File: config.mk
export PLATFORM = sky130hd
export DESIGN_NAME = dm_lsu
export DESIGN_NICKNAME = d
export VERILOG_FILES = /design/src/rtl/dm_lsu.sv
export SDC_FILE = /design/constraint.sdc
export NUM_CORES = 1
export LEC_CHECK = 0
export ABC_AREA = 1
export CAP_MARGIN = 20
export CORE_ASPECT_RATIO = 2
export CORE_MARGIN = 1
export CORE_UTILIZATION = 45
export CTS_CLUSTER_DIAMETER = 30
export DETAILED_ROUTE_END_ITERATION = 8
export MAX_ROUTING_LAYER = met4
export PLACE_DENSITY = 0.8
export SLEW_MARGIN = 25
export SYNTH_ARGS = -nofsm -noshare
export SYNTH_HDL_FRONTEND = slang
export SYNTH_SLANG_ARGS = --single-unit
File: constraint.sdc
create_clock -name clk -period 2.05 [get_ports clk]
set_input_delay 0.41 -clock clk [delete_from_list [all_inputs] [get_ports clk]]
set_output_delay 0.41 -clock clk [all_outputs]
set_load 0.01 [all_outputs]
File: src/rtl/dm_lsu.sv
// Load/store unit: one word-bus transaction per MemRead/MemWrite, with lane
// steering, byte enables, load extension, misalignment trap and a bus watchdog.
module dm_lsu #(
  parameter int unsigned TIMEOUT = 255
) (
  input  logic        clk,
  input  logic        rst,
  input  logic        MemRead,
  input  logic        MemWrite,
  input  logic [2:0]  DMType,
  input  logic [31:0] addr,
  input  logic [31:0] wdata,
  output logic        stall,
  output logic [31:0] rdata,
  output logic        rdata_valid,
  output logic        misalign,
  output logic        bus_err,
  output logic        bus_req,
  output logic        bus_we,
  output logic [31:0] bus_addr,
  output logic [31:0] bus_wdata,
  output logic [3:0]  bus_be,
  input  logic        bus_ack,
  input  logic [31:0] bus_rdata,
  output logic [1:0]  state_dbg
);

  typedef enum logic [1:0] {
    IDLE = 2'd0,
    BUSY = 2'd1,
    DONE = 2'd2
  } state_t;

  localparam logic [15:0] LAST_CNT = 16'(TIMEOUT - 1);

  state_t      state;
  logic [15:0] cnt;
  logic        is_byte_q;
  logic        is_half_q;
  logic        uns_q;
  logic [1:0]  off_q;

  logic        is_byte;
  logic        is_half;
  logic        start;
  logic        misaligned;
  logic        accept;
  logic [3:0]  be_next;
  logic [31:0] wdata_next;
  logic [7:0]  byte_sel;
  logic [15:0] half_sel;
  logic [31:0] load_val;

  // Handshake: bus_req rises the cycle after an accepted start and stays high,
  // with we/addr/wdata/be frozen, until the edge that samples bus_ack=1 (or
  // the watchdog fires). bus_ack seen while bus_req is low has no effect.

  assign is_byte    = DMType[0];
  assign is_half    = ~DMType[0] & DMType[1];
  assign start      = MemRead | MemWrite;
  assign misaligned = (is_half & addr[0]) | (~is_byte & ~is_half & (addr[1:0] != 2'b00));
  assign accept     = (state == IDLE) & start & ~misaligned;

  assign misalign  = (state == IDLE) & start & misaligned;
  assign stall     = accept | (state == BUSY);
  assign state_dbg = state;

  always_comb begin
    be_next    = 4'b1111;
    wdata_next = wdata;
    if (is_byte) begin
      be_next    = 4'b0001 << addr[1:0];
      wdata_next = {4{wdata[7:0]}};
    end else if (is_half) begin
      be_next    = addr[1] ? 4'b1100 : 4'b0011;
      wdata_next = {2{wdata[15:0]}};
    end
  end

  always_comb begin
    byte_sel = bus_rdata[7:0];
    case (off_q)
      2'd0: byte_sel = bus_rdata[7:0];
      2'd1: byte_sel = bus_rdata[15:8];
      2'd2: byte_sel = bus_rdata[23:16];
      2'd3: byte_sel = bus_rdata[31:24];
      default: byte_sel = bus_rdata[7:0];
    endcase
    half_sel = off_q[1] ? bus_rdata[31:16] : bus_rdata[15:0];
    if (is_byte_q) begin
      load_val = uns_q ? {24'd0, byte_sel} : {{24{byte_sel[7]}}, byte_sel};
    end else if (is_half_q) begin
      load_val = uns_q ? {16'd0, half_sel} : {{16{half_sel[15]}}, half_sel};
    end else begin
      load_val = bus_rdata;
    end
  end

  always_ff @(posedge clk) begin
    if (rst) begin
      state       <= IDLE;
      cnt         <= '0;
      bus_req     <= 1'b0;
      bus_we      <= 1'b0;
      bus_addr    <= '0;
      bus_wdata   <= '0;
      bus_be      <= 4'b0000;
      rdata       <= '0;
      rdata_valid <= 1'b0;
      bus_err     <= 1'b0;
      is_byte_q   <= 1'b0;
      is_half_q   <= 1'b0;
      uns_q       <= 1'b0;
      off_q       <= 2'd0;
    end else begin
      rdata_valid <= 1'b0;
      bus_err     <= 1'b0;
      case (state)
        IDLE: begin
          if (accept) begin
            state     <= BUSY;
            cnt       <= '0;
            bus_req   <= 1'b1;
            bus_we    <= MemWrite;
            bus_addr  <= {addr[31:2], 2'b00};
            bus_wdata <= wdata_next;
            bus_be    <= be_next;
            is_byte_q <= is_byte;
            is_half_q <= is_half;
            uns_q     <= DMType[2];
            off_q     <= addr[1:0];
          end
        end
        BUSY: begin
          if (bus_ack) begin
            state   <= DONE;
            bus_req <= 1'b0;
            if (!bus_we) begin
              rdata       <= load_val;
              rdata_valid <= 1'b1;
            end
          end else if (cnt == LAST_CNT) begin
            state   <= DONE;
            bus_req <= 1'b0;
            bus_err <= 1'b1;
            // An abandoned load returns zero; an abandoned store keeps rdata.
            if (!bus_we) rdata <= '0;
          end else begin
            cnt <= cnt + 16'd1;
          end
        end
        DONE: state <= IDLE;
        default: state <= IDLE;
      endcase
    end
  end

  a_req_busy: assert property (@(posedge clk) disable iff (rst)
    bus_req == (state == BUSY));

  a_req_stable: assert property (@(posedge clk) disable iff (rst)
    (bus_req && $past(bus_req)) |->
      ($stable(bus_addr) && $stable(bus_wdata) && $stable(bus_be) && $stable(bus_we)));

  a_pulse_excl: assert property (@(posedge clk) disable iff (rst)
    !(rdata_valid && bus_err));

endmodule

==> results.py <==
metrics = {
    "synthesis": {
        "synth-seq-area-share_pct": 41.8,
        "synthDistinctLibCells": 42,
        "ys.flop_type": "dfxtp_1",
        "synth.largest_area_cell": "dfxtp_1",
        "ys_ff_latch": 125,
        "synth_area_sq_um": 5980,
        "synth_edf_count": 0,
        "synth_area_leaders": "dfxtp_1 (42%), nand2_1 (13%), nor2_1 (9.0%)",
        "synth.most_common_cell": "nand2_1",
        "synthTopCellsByCount": "nand2_1 (203), nor2_1 (144), dfxtp_1 (125), o21ai_0 (101), a21oi_1 (62)",
        "synth.avg_cell_area_sq_um": 6.88,
        "synthCells": 869,
        "ys.warnings.count": 0,
        "yosysTopAreaCellShare_pct": 41.8,
        "ys_async_sr_fraction_pct": 0,
    },
    "drt": {
        "route.vias.total": 6521,
        "wl_per_cell_um": 14.9,
        "drc_errors": 0,
        "viasPerCell": 5.27,
        "totalWireLength_um": 18500,
        "drt_iter0_markers": 385,
        "ant_nets": 0,
        "firstDrtPassIters": 5,
    },
    "finish": {
        "synthToLayoutAreaGrowth_pct": 48.0,
        "nNetsFinal": 1182,
        "antennaDiodeCount": 0,
        "fillers": 1133,
        "finish.instance_area_sq_um": 8850,
        "drive_gt1_share_pct": 8.47,
    },
    "global_route": {
        "antenna_found_initial": 0,
        "grt_start_max_net_pins": 43,
        "grt_pass1_wl_um": 29500,
        "grt_pass1_vias": 6169,
        "gr-total-overflow": 0,
        "grt_usage_pct": 27.6,
    },
    "hold_path": {
        "hold_path_class": "input pin to flip-flop",
        "worstHoldPathCells": 2,
    },
    "sta": {
        "period_share_pct": 92.4,
        "finalCriticalPeriod_ps": 1890,
        "setup_ws_ps": 157,
        "finalHoldViolCount": 0,
        "skew_ps": 10.6,
        "slew_violations": 0,
        "setup_violations": 0,
        "fmax_ghz": 0.528,
        "grt_setup_unrepaired": "false",
    },
    "critical_path": {
        "slowest_stage": "clkdlybuf4s50_1",
        "critPathMaxFanout": 2,
        "rr_worst_depth": 8,
        "critPathBufInv": 4,
        "critPathTopFamily": "buffers and inverters",
        "start_kind": "input pin",
        "max_stage_delay_ps": 480,
        "critical_path_required_ps": 1640,
        "worstPathCellList": "clkdlybuf4s50_1 -> inv_1 -> o21ai_2 -> inv_2 -> nand2_2 -> nand2_1 -> clkbuf_2",
        "worstPathArrival_ps": 1480,
        "cp.depth": 7,
        "path_class": "input pin to output port",
        "end_kind": "output port",
    },
    "clocking": {
        "clk_pin_slew_worst_paths_ps": 60,
        "htree_levels": 4,
        "cts-root-buf": "clkbuf_16",
        "clock_latency_ps": 410,
        "cts_tree": "yes",
        "cts.sink_count": 125,
        "cts_buffers": 17,
        "cts.hold.buffers_added": 0,
        "cts_buffer_depth": 2,
    },
    "power_and_ir_drop": {
        "power_frac_seq_pct": 37.7,
        "power.switching_mw": 1.96,
        "p_per_area_nw_per_um2": 821,
        "power_frac_clock_pct": 41.3,
        "p_total_mw": 7.27,
        "comb_power_share_pct": 21.0,
        "p_sw_share_pct": 26.9,
        "max-vdd-ir-drop_mv": 0.709,
        "internal_power_mw": 5.31,
        "leakagePower_nw": 3.58,
    },
    "place": {
        "place_congestion": 0.898,
        "portBuffers": 209,
        "post-place-ws_ps": -303,
        "dp_hpwl_um": 13400,
        "place_area_sq_um": 8270,
    },
    "floorplanning": {
        "die-area_sq_um": 13800,
        "core_sq_um": 13000,
        "start_util_pct": 46.0,
        "die_height_um": 165,
        "num_rows": 59,
        "die_w_um": 83.5,
        "io-pin-count": 212,
    },
    "outcome": {
        "status": "finished, final reports clean",
    },
    "job": {
        "cap_violations": 0,
    },
}
-- area by class of cell --
type                       instances  area, sq um  share of cell area [%]
timing repair buffer             242         2400                    27.1
tap                              152          190                    2.15
inverter                          51          191                    2.16
clock inverter                    11          146                    1.65
sequential                       125         2500                    28.3
multi-input combinational        639         2990                    33.7
clock buffer                      18          439                    4.96
-- power groups by stage --
stage               combinational (mW)  sequential, mW  clock (mW)
detailed placement                1.52            2.79           0
CTS                               1.53            2.74        3.03
global placement                  1.51            2.79           0
global route                      1.66            2.77        3.12
floorplan                        0.634            2.86           0
finish                            1.53            2.74        3.00
-- cell families after synthesis --
logic type | synth area share (%)
flip-flops | 41.8
AND/OR/NAND/NOR | 29.2
other | 0.0627
XOR/XNOR | 0.439
AO/OA/AOI/OAI | 18.6
multiplexers | 1.00
buffers and inverters | 8.39
adder cells (fa/ha/maj) | 0.418
-- cells in the final DEF (no fill, tap or decap), types with 7 or more instances in the layout --
cell,netlist,final
nand3_1,50,50
o211ai_1,9,9
nand2_1,203,203
clkbuf_16,0,17
a31oi_1,14,14
nor2_1,144,142
nand2_2,7,7
o21ai_0,101,101
clkdlybuf4s50_1,0,205
dfxtp_1,125,125
buf_4,7,27
a21oi_1,62,62
inv_1,47,46
-- registers in the layout, summed over array words and instances, names as in the netlist --
register and flops:
state_dbg 2, bus_we 1, bus_wdata 32, is_byte_q 1
cnt 16, rdata_valid 1, off_q 2, bus_req 1
uns_q 1, bus_addr 30, bus_be 4, is_half_q 1
rdata 32, bus_err 1
-- per-layer routing --
metal  wire length [um]  track usage (%)  part of all wire (%)
met3                993             6.35                   5.4
met2               9650             47.9                    52
met5                  0                -                     0
met1               7020             29.0                    38
met4                845             15.1                   4.6
-- final timing paths --
path                                    from           to  slack [ps]
worst max register to register  state_dbg[0]  bus_addr[5]         290
worst min-delay path                     rst      cnt[14]         310
worst max-delay path                 addr[0]        stall         160
worst min register to register     bus_be[0]    bus_be[0]         460
-- per-stage QoR --
stage	utilization, %	hold WS (ps)	setup TNS [ps]	instances
finish	68.1	307	0	1238
global route	68.1	325	0	1238
CTS	68.2	305	0	1238
detailed placement	63.7	455	-10380	1209
global placement	63.7	451	-9230	1209
floorplan	-	459	0	870
-- repair_timing --
item | 4_1_cts | 5_1_grt
setup buffers | 0 | 0
endpoints found under the setup margin | 2 | 2
pin swaps | 0 | 1
gates resized for setup | 4 | 5
No activity file was read; power rests on OpenSTA's default activity.
==> RTL edit 1, RTL diff (config.mk and constraints unchanged) <==
Register the output `bus_err` once more, with the module's reset; this adds one clock of latency there. The other outputs are not delayed to match.
--- a/src/rtl/dm_lsu.sv
+++ b/src/rtl/dm_lsu.sv
@@ -33,4 +33,6 @@
 
   localparam logic [15:0] LAST_CNT = 16'(TIMEOUT - 1);
+
+  logic bus_err_s0;
 
   state_t      state;
@@ -108,5 +110,5 @@
       rdata       <= '0;
       rdata_valid <= 1'b0;
-      bus_err     <= 1'b0;
+      bus_err_s0  <= 1'b0;
       is_byte_q   <= 1'b0;
       is_half_q   <= 1'b0;
@@ -115,5 +117,5 @@
     end else begin
       rdata_valid <= 1'b0;
-      bus_err     <= 1'b0;
+      bus_err_s0  <= 1'b0;
       case (state)
         IDLE: begin
@@ -143,5 +145,5 @@
             state   <= DONE;
             bus_req <= 1'b0;
-            bus_err <= 1'b1;
+            bus_err_s0 <= 1'b1;
             // An abandoned load returns zero; an abandoned store keeps rdata.
             if (!bus_we) rdata <= '0;
@@ -164,5 +166,13 @@
 
   a_pulse_excl: assert property (@(posedge clk) disable iff (rst)
-    !(rdata_valid && bus_err));
+    !(rdata_valid && bus_err_s0));
+
+  always_ff @(posedge clk) begin
+    if (rst) begin
+      bus_err <= '0;
+    end else begin
+      bus_err <= bus_err_s0;
+    end
+  end
 
 endmodule
Behaviour: no difference found for any inputs over 4 cycles, from zero or initial values and one cycle with rst high; that may be too few to reach the edited logic, so the function may still have changed.
==> RTL edit 1 against the unedited design <==
Die area fell by 0.27%. Area after synthesis fell by 0.27%. Worst setup slack got worse by 0.065 ns. Design area fell by 0.54%. Routed wire length rose by 2.2%. Total power rose by 0.26%. Core utilization fell by 0.37 points. Maximum frequency fell by 3.3%. Sequential cell count rose by 1.
==> RTL edit 1: results <==
export IMPL_wl_per_cell_um=15.4
export IMPL_grt_pass1_wl_um=30100
export IMPL_gp_congestion=0.907
export IMPL_finalClockSkew_ns=0.00892
export IMPL_grt_use_met1=0.293
export IMPL_hp_class="reg2reg"
export IMPL_yosys_mux_area_fraction=0.0101
export IMPL_via_per_inst=5.31
export IMPL_top_layer="met4"
export IMPL_layout_setup_ws_ns=0.0916
export IMPL_pwr_share_seq=0.379
export IMPL_cts_buffers=17
export IMPL_io_buffers=209
export IMPL_cp_startpoint="DMType[1]"
export IMPL_place_area_mm2=0.00821
export IMPL_synth_xor_area_frac=0.00294
export IMPL_wl_met1_um=6990
export IMPL_holdWs_ns=0.407
export IMPL_reg2reg_depth=8
export IMPL_p_leak_nw=3.52
export IMPL_dp_cells=1196
export IMPL_pre_cts_slack_ns=-0.211
export IMPL_swShare=0.286
export IMPL_met3_length_um=877
export IMPL_min_to="bus_err"
export IMPL_reg2reg_from="off_q[0]"
export IMPL_post_cts_resized=3
export IMPL_cp_endpoint="misalign"
export IMPL_hp_start="bus_err_s0"
export IMPL_yosys_area_share_adder=0.00420
export IMPL_grt_max_degree=47
export IMPL_wl_met2_um=10300
export IMPL_r2r_end="rdata[18]"
export IMPL_max_slew_worst_pin_slew_ns=0.505
export IMPL_drive_gt1_frac=0.0781
export IMPL_drt_iter0_drc=374
export IMPL_met2_usage=0.503
export IMPL_status="finished clean"
export IMPL_p_sw_mw=2.08
export IMPL_grt_pass1_vias=6259
export IMPL_synth_common_cells="169 x nand2_1, 165 x nor2_1, 126 x dfxtp_1"
export IMPL_clk_latency_ns=0.42
export IMPL_dp_hpwl_um=13800
export IMPL_gr_usage_met3=0.0525
export IMPL_seq_area_frac_synth=0.423
export IMPL_clkPwrFrac=0.414
export IMPL_cp_arrival_ns=1.55
export IMPL_vdd_drop_max_mv=0.719
export IMPL_synth_cell_types=39
export IMPL_grt_usage=0.282
export IMPL_synth_area_leaders="dfxtp_1 42%, nand2_1 11%, nor2_1 10%"
export IMPL_synth_compound_area_frac=0.182
export IMPL_synth_avg_cell_area_um2=6.92
export IMPL_r2r_slack_ns=0.31
export IMPL_routed_wl_um=18900
## RTL edit 1: changes by cell type in the layout (fill, tap and decap cells not counted), moves of 3 or more
| cell | change |
|---|---|
| nor2_1 | +22 |
| o21ai_1 | +8 |
| nand2_1 | -34 |
| inv_6 | +6 |
| nand3_1 | +16 |
| buf_4 | -6 |
| o211ai_1 | +3 |
| inv_1 | -3 |
| o21ai_0 | -12 |
## RTL edit 1: layout make-up
cell class | count | area [um^2]
flip-flops and latches | 126 | 2520
multi-input cells | 634 | 2970
fillers | 1099 | 4190
repair buffers | 236 | 2360
clock buffers | 18 | 429
well taps | 152 | 190
inverters | 48 | 180
diodes | 1 | 2.50
clock inverters | 14 | 156
## RTL edit 1: worst max-delay path, stage by stage
cell and delay, ns:
clkdlybuf4s50_1 0.43, nor2_2 0.14, nand2_1 0.10, o21ai_4 0.08, inv_2 0.05, nor2_1 0.09, clkdlybuf4s15_1 0.24
==> RTL edit 2, RTL diff (config.mk and constraints unchanged) <==
Made on the original files. `TIMEOUT`: 255 -> 191.
--- a/src/rtl/dm_lsu.sv
+++ b/src/rtl/dm_lsu.sv
@@ -2,5 +2,5 @@
 // steering, byte enables, load extension, misalignment trap and a bus watchdog.
 module dm_lsu #(
-  parameter int unsigned TIMEOUT = 255
+  parameter int unsigned TIMEOUT = 191
 ) (
   input  logic        clk,
Check against the original RTL: no difference found for any inputs over 4 cycles, from zero or initial values and one cycle with rst high; that may be too few to reach the edited logic, so the function may still have changed.
==> RTL edit 2 against the unedited design <==
Sequential share of layout area about the same. Die area shrank 0.56%. Design area grew 0.16%. Count of clock-buffer cells in the layout stayed put. Clock power is 2% higher. Maximum frequency fell by 4.8%. Non-clock buffer count fell by 2. Worst setup slack worse by 0.096 ns. First-iteration DRC count shrank 8.1%. Clock skew fell by 0.0032 ns. Area after synthesis decreased by 0.56%. Total power grew 0.63%. Sequential cell count stayed put. Routed wire length is 3.0% higher. Highest routed layer unchanged.
==> RTL edit 2: results <==
export IMPL_p_leak_nw=3.58
export IMPL_synth_common_cells="191 x nand2_1, 138 x nor2_1, 125 x dfxtp_1"
export IMPL_vdd_drop_max_mv=0.653
export IMPL_yosys_area_share_adder=0.00421
export IMPL_critPathMaxStageDelay_ns=0.50
export IMPL_finalClockSkew_ns=0.00744
export IMPL_synth_compound_area_frac=0.193
export IMPL_met3_length_um=1060
export IMPL_synth_xor_area_frac=0.00442
export IMPL_synth_cell_types=44
export IMPL_first_pass_iters=8
export IMPL_cp_arrival_ns=1.58
export IMPL_drive_gt1_frac=0.0882
export IMPL_fillers=1073
export IMPL_synth_area_leaders="dfxtp_1 42%, nand2_1 12%, nor2_1 8.7%"
export IMPL_drt_iter0_drc=354
export IMPL_grt_pass1_vias=6260
export IMPL_yosys_mux_area_fraction=0.00842
export IMPL_r2r_slack_ns=0.18
export IMPL_seq_area_frac_synth=0.421
export IMPL_dp_hpwl_um=13600
export IMPL_nNetsFinal=1171
export IMPL_wl_met1_um=6840
export IMPL_whs_path_depth=4
export IMPL_grt_pass1_wl_um=30300
export IMPL_routed_wl_um=19100
export IMPL_wl_met2_um=10200
export IMPL_grt_usage=0.286
export IMPL_status="finished clean"
==> RTL edit 2: repair_timing <==
item                                    4_1_cts  5_1_grt
buffers inserted                              0        1
endpoints found under the setup margin        2        5
pin swaps                                     0        2
gates resized for setup                      10        4
==> RTL edit 2: where the power goes <==
part | switching (mW) | internal, mW
sequential | 0.106 | 2.63
combinational | 0.776 | 0.761
clock | 1.14 | 1.91
==> RTL edit 2: layout make-up <==
cell class	count	share of cell area
clock inverter	13	0.0186
timing repair buffer	240	0.271
inverter	50	0.0214
clock buffer	18	0.0484
sequential	125	0.282
tap	152	0.0214
multi-input combinational	631	0.337
==> RTL edit 2: stage by stage <==
step | setup slack, ns | setup TNS, ns | cells | instance area (um^2)
global route | 0.00433 | 0 | 1229 | 8870
floorplan | 0.377 | 0 | 859 | 5950
detailed placement | -0.343 | -12.21 | 1197 | 8240
finish | 0.0612 | 0 | 1229 | 8870
global placement | -0.334 | -10.27 | 1197 | 8240
CTS | 0.0122 | 0 | 1228 | 8850
==> RTL edit 2: worst reg2reg max path, delay by kind of cell, from the launching register on <==
kind	cells	cell delay, ns
AND/OR/NAND/NOR	6	0.96
flip-flops	1	0.41
adder cells (fa/ha/maj)	1	0.31
buffers and inverters	1	0.10
==> RTL edit 2: layer usage <==
layer	track usage	vias to the layer above
li1	-	3227
met1	0.291	3023
met2	0.499	272
met3	0.0600	72
met4	0.185	0
met5	-	-
==> RTL edit 2: logic make-up after synthesis <==
group / count (synthesis)
compound gates: 212
xor+xnor: 3
fa+ha+maj: 2
buf+inv: 103
flops: 125
mux: 5
other cells: 1
simple gates: 407
==> RTL edit 2: how the worst max path moves through the flow <==
stage | from | cells past startpoint | end
finish | MemWrite | 5 | misalign
global route | cnt[0] | 8 | cnt[10]
CTS | DMType[1] | 9 | stall
detailed placement | DMType[0] | 9 | stall
global placement | DMType[0] | 9 | stall
floorplan | DMType[0] | 8 | stall
